### config.mk
export PLATFORM = sky130hd
export DESIGN_NAME = rc5_encrypt
export DESIGN_NICKNAME = d
export VERILOG_FILES = /design/src/rtl/rc5_encrypt.sv
export SDC_FILE = /design/constraint.sdc
export NUM_CORES = 1
export LEC_CHECK = 0
export ABC_AREA = 0
export CORE_AREA = 2 2 240 242
export CTS_BUF_LIST = sky130_fd_sc_hd__clkbuf_16
export CTS_CLUSTER_SIZE = 24
export DETAILED_ROUTE_END_ITERATION = 16
export DIE_AREA = 0 0 242 244
export HOLD_SLACK_MARGIN = 0.15
export PLACE_DENSITY = 0.54
export SLEW_MARGIN = 20
export SYNTH_ARGS = -nofsm -noshare
export SYNTH_HDL_FRONTEND = slang
export SYNTH_SLANG_ARGS = --single-unit
### constraint.sdc
create_clock -name clk -period 9.5 [get_ports clk]
set_input_delay 1.425 -clock clk [delete_from_list [all_inputs] [get_ports clk]]
set_output_delay 1.425 -clock clk [all_outputs]
set_load 0.1 [all_outputs]
### src/rtl/rc5_encrypt.sv
// rc5_encrypt -- iterative RC5-16 encryption core (16-bit words, 32-bit block).
//
// Takes the expanded subkey table from the key-expansion block once it is
// ready. Pre-whitening is applied when a block is accepted, then one full
// RC5 round is computed per cycle. The result is presented on a valid/ready
// handshake.
//
// Ports
//   clk         clock, rising edge
//   rst         asynchronous reset, active low
//   keys_ready  subkey table valid (from key expansion)
//   subkeys     flattened table, S[k] = subkeys[k*16 +: 16], k = 0..T_MAX-1
//   num_rounds  requested round count, sampled at accept, clamped to MAX_ROUNDS
//   in_valid    plaintext offered
//   in_ready    core can accept a block
//   plaintext   block, [15:0] = A, [31:16] = B
//   out_valid   ciphertext valid
//   out_ready   consumer accepts ciphertext
//   ciphertext  result, [15:0] = A, [31:16] = B (registered)
//   busy        high while a block is in ROUND or DONE
//
// state | meaning
// ------+---------------------------------------------------------------
// IDLE  | waiting for a block; in_ready follows keys_ready
// ROUND | one RC5 round per cycle, round index rnd_q = 1..r_lat_q
// DONE  | ciphertext held with out_valid until out_ready
module rc5_encrypt #(
   parameter int W_SIZE     = 16,
   parameter int T_MAX      = 34,
   parameter int MAX_ROUNDS = 16
) (
   input  logic                    clk,
   input  logic                    rst,
   input  logic                    keys_ready,
   input  logic [T_MAX*W_SIZE-1:0] subkeys,
   input  logic [4:0]              num_rounds,
   input  logic                    in_valid,
   output logic                    in_ready,
   input  logic [2*W_SIZE-1:0]     plaintext,
   output logic                    out_valid,
   input  logic                    out_ready,
   output logic [2*W_SIZE-1:0]     ciphertext,
   output logic                    busy
);

   localparam int         SH_W  = $clog2(W_SIZE);
   localparam logic [4:0] MAX_R = 5'(MAX_ROUNDS);

   typedef enum logic [1:0] {
      IDLE  = 2'd0,
      ROUND = 2'd1,
      DONE  = 2'd2
   } state_t;

   state_t              state;
   logic [W_SIZE-1:0]   a_q;
   logic [W_SIZE-1:0]   b_q;
   logic [4:0]          rnd_q;
   logic [4:0]          r_lat_q;

   logic [W_SIZE-1:0]   s_tab [T_MAX];
   logic [W_SIZE-1:0]   a_wht;
   logic [W_SIZE-1:0]   b_wht;
   logic [W_SIZE-1:0]   a_new;
   logic [W_SIZE-1:0]   b_new;
   logic [4:0]          r_clamp;
   logic                accept;

   function automatic logic [W_SIZE-1:0] rotl(input logic [W_SIZE-1:0] x,
                                              input logic [SH_W-1:0]   n);
      logic [2*W_SIZE-1:0] d;
      d = {x, x} << n;
      return d[2*W_SIZE-1:W_SIZE];
   endfunction

   always_comb begin
      for (int k = 0; k < T_MAX; k++) begin
         s_tab[k] = subkeys[k*W_SIZE +: W_SIZE];
      end
   end

   // Reset is folded in so in_ready stays low for the whole reset window,
   // even though state already reads IDLE.
   assign in_ready = rst && keys_ready && (state == IDLE);
   assign accept   = in_valid && in_ready;

   assign r_clamp = (num_rounds > MAX_R) ? MAX_R : num_rounds;

   assign a_wht = plaintext[W_SIZE-1:0] + s_tab[0];
   assign b_wht = plaintext[2*W_SIZE-1:W_SIZE] + s_tab[1];

   // rnd_q never exceeds MAX_ROUNDS (it is not advanced on the last round),
   // so the odd index tops out at 2*MAX_ROUNDS+1 = T_MAX-1.
   assign a_new = rotl(a_q ^ b_q, b_q[SH_W-1:0]) + s_tab[{rnd_q, 1'b0}];
   assign b_new = rotl(b_q ^ a_new, a_new[SH_W-1:0]) + s_tab[{rnd_q, 1'b1}];

   always_ff @(posedge clk or negedge rst) begin
      if (!rst) begin
         state      <= IDLE;
         a_q        <= '0;
         b_q        <= '0;
         rnd_q      <= '0;
         r_lat_q    <= '0;
         out_valid  <= 1'b0;
         busy       <= 1'b0;
         ciphertext <= '0;
      end else begin
         case (state)
            IDLE: begin
               if (accept) begin
                  a_q     <= a_wht;
                  b_q     <= b_wht;
                  r_lat_q <= r_clamp;
                  rnd_q   <= 5'd1;
                  busy    <= 1'b1;
                  if (r_clamp == 5'd0) begin
                     state      <= DONE;
                     out_valid  <= 1'b1;
                     ciphertext <= {b_wht, a_wht};
                  end else begin
                     state <= ROUND;
                  end
               end
            end
            ROUND: begin
               a_q <= a_new;
               b_q <= b_new;
               if (rnd_q == r_lat_q) begin
                  state      <= DONE;
                  out_valid  <= 1'b1;
                  ciphertext <= {b_new, a_new};
               end else begin
                  rnd_q <= rnd_q + 5'd1;
               end
            end
            DONE: begin
               if (out_ready) begin
                  state     <= IDLE;
                  out_valid <= 1'b0;
                  busy      <= 1'b0;
               end
            end
            default: begin
               state     <= IDLE;
               out_valid <= 1'b0;
               busy      <= 1'b0;
            end
         endcase
      end
   end

endmodule

==> impl_results.md <==
- Ys async rst share: 100%
- First-pass DRT Iterations: 5
- Synth Area in XOR/XNOR: 6.89%
- Detailed Place HPWL: 74.3 mm
- Rel. slew slack: 21.0%
- Hold depth: 2
- Minimum clock period: 8.82 ns
- Die Wd: between 200 and 250 um
- Clock Path Buffers: 2
- Status: completed
- Antenna Nets Post-Route: 0
- Req. time, crit path: 9.72 ns
- Place WS: 0.506 ns
- # IOs: 621
- Total negative slack: 0 ns
- CTS root buf: clkbuf_16
- Startpoint types: primary input
- Adder-cell share of the synthesized area: under 10%
- Routed wire length: 84.1 mm
- Routed len/inst: ~32 um
- Share of cells above drive strength 1: approximately 15%
- Critical path class: in2reg
- Gr ovfl total: 0
- Register area share after synthesis: 15.9%
- Gp weighted congestion: between 0.9 and 1
- Clock latency reported for the late side of the worst-skew pair: about 0.36 ns
- Synth Area in Simple Gates: 12.1%
- Mux share of post-synthesis cell area: between 30 and 40%
- Commonest cells in the netlist: mux4_2, nand2_1, o21ai_0
- Final count of pins violating max slew: 0
- Most common cell in the netlist: mux4_2
- Mapped Cells: 1255
- Clock net sink count: 78
- Initial antenna violation count: 25
- Crit-path max cell delay: approximately 0.61 ns
- Synth-to-Final Area Change: 60.6%
- Clk_skew: 0.0163 ns
- Pin count of the biggest net entering global routing: 68
- Setup violators final: 0
- Synth Cell Area: 12300 um^2
- Worst path arrival time: 9.03 ns
- Hold buffer count at CTS: 0
- Global-route wire length before repair: 114 mm
- CP max stage cell: clkdlybuf4s50_1
- Mapped Avg Cell Area: 9.78 um^2
- Synth unique cells: 65
- Post CTS Setup Buffer Count: 0
- Worst Setup SP: subkeys[0]
- Post-synth top area share: 31.8%
- Slew @ Worst Pin: 1.18 ns
- Worst R2R Setup Slack: 1.08 ns
- Nets: 2482
- Die area: 59000 um^2
- Final setup margin: 0.685 ns
- # port buffers: 620
- Combinational family with the most area after synthesis: multiplexers
- Core box area: 56200 um^2
- CTS-repair resized insts: 0
- Drt via density: approximately 5.3
- EDFF count, synth: 0
- Yosys reg bits: between 70 and 80
- DIE HEIGHT: 244 um
- Reg-to-reg endpoint: b_q[14]$_DFFE_PN0P_
- Final hold vios: 0
- Worst setup EP type: flop
- GRT Total Usage: 27.6%
- Post-synthesis compound-gate area fraction: 14.7%
- CTS buffer count: 9
- Most frequent CP cell: a21oi_1
- Vias in the first global route: 13900
- Row cnt: 87
- Via count: about 14000
- Hold_sp: ciphertext[9]$_DFFE_PN0P_
- R2R depth: 26
- Maxcap violations: 0
- Depth of the CTS H-tree: 3
- RSZ-0062 raised after global routing: false
- Top FF cell, synth: dfrtp_1
- Largest area contributor in the netlist: mux4_2
- Worst hold path class: reg2reg
- Synth warn: 0
- Period utilization: just over 90%
- DRC errors left: 0
- Post-synth net total: 1906
- CTS tree: built
- Top cells by area, synth: mux4_2, dfrtp_1, ha_1
- Fmax: 113 MHz
- Initial Util: between 20 and 25%
- Hold endpoint: ciphertext[9]$_DFFE_PN0P_
- Initial DRC Count: between 1000 and 1500
- Crit-path max FO: 4
- Clk slew on worst S/H paths: 0.07 ns
- R2r startpoint: rnd_q[0]$_DFFE_PN0P_
## stage by stage
| step | hold WS, ns | util (%) | area, um^2 | std cells |
|---|---|---|---|---|
| after global placement | 0.465 | 34.5 | 19400 | 2576 |
| final | 0.483 | 35.1 | 19700 | 2605 |
| after CTS | 0.486 | 35.0 | 19700 | 2592 |
| after floorplan | 0.458 | - | 12300 | 1255 |
| after global routing | 0.513 | 35.0 | 19700 | 2600 |
| after detailed placement | 0.470 | 34.5 | 19400 | 2576 |
## critical path, delay by kind of cell
kind            cells  cell delay [ns]
compound gates     13             2.98
simple gates        4             0.77
mux                 3             1.55
fa+ha+maj           3             1.06
buf+inv             2             0.69
xor+xnor            2             0.56
## sequential cells by signal, indices dropped and copies added (netlist names)
signal / flops
r_lat_q: 5
state: 2
rnd_q: 5
b_q: 16
a_q: 16
out_valid: 1
busy: 1
ciphertext: 32
## cells in the final DEF (no fill, tap or decap), drive strengths merged, types with 37 or more instances in the layout
| cell type | n |
|---|---|
| o21ai | 108 |
| a21oi | 75 |
| mux2i | 60 |
| dfrtp | 78 |
| inv | 60 |
| nand2 | 143 |
| clkdlybuf4s50 | 617 |
| mux4 | 173 |
| xor2 | 37 |
| ha | 61 |
| nor2 | 83 |
| buf | 38 |
## area by class of cell
cell class                 instances  area [um^2]
multi-input combinational       1029         9770
clock buffer                       9          225
antenna                           13         32.5
timing repair buffer             655         6460
sequential                        78         1960
inverter                          58          218
fill                            5787        36500
tap                              756          946
clock inverter                     7         85.1
## cell families (layout without fill, tap and decap cells)
logic type / after synthesis / count (layout)
flops: 78 / 78
buf+inv: 148 / 729
compound gates: 294 / 294
other cells: 0 / 13
xor+xnor: 82 / 82
fa+ha+maj: 65 / 65
simple gates: 330 / 330
mux: 258 / 258
## per-layer routing
layer	vias up	share of wire, %	GRT usage [%]
met4	12	2.4	7.35
met5	-	0.10	0
met3	75	7.4	5.21
li1	5974	-	-
met2	687	46	43.4
met1	7088	45	38.8
## worst max path at each step
stage                            endpoint  slack [ns]
3_3_place_gp          b_q[14]$_DFFE_PN0P_        0.57
4_1_cts               b_q[14]$_DFFE_PN0P_        0.83
3_5_place_dp   ciphertext[30]$_DFFE_PN0P_        0.51
2_1_floorplan         b_q[14]$_DFFE_PN0P_        1.70
6_report              b_q[14]$_DFFE_PN0P_        0.68
5_1_grt               b_q[14]$_DFFE_PN0P_        0.21
Power is not shown: default switching activity piles up to over one toggle a cycle in this logic, so the estimate is an artifact.
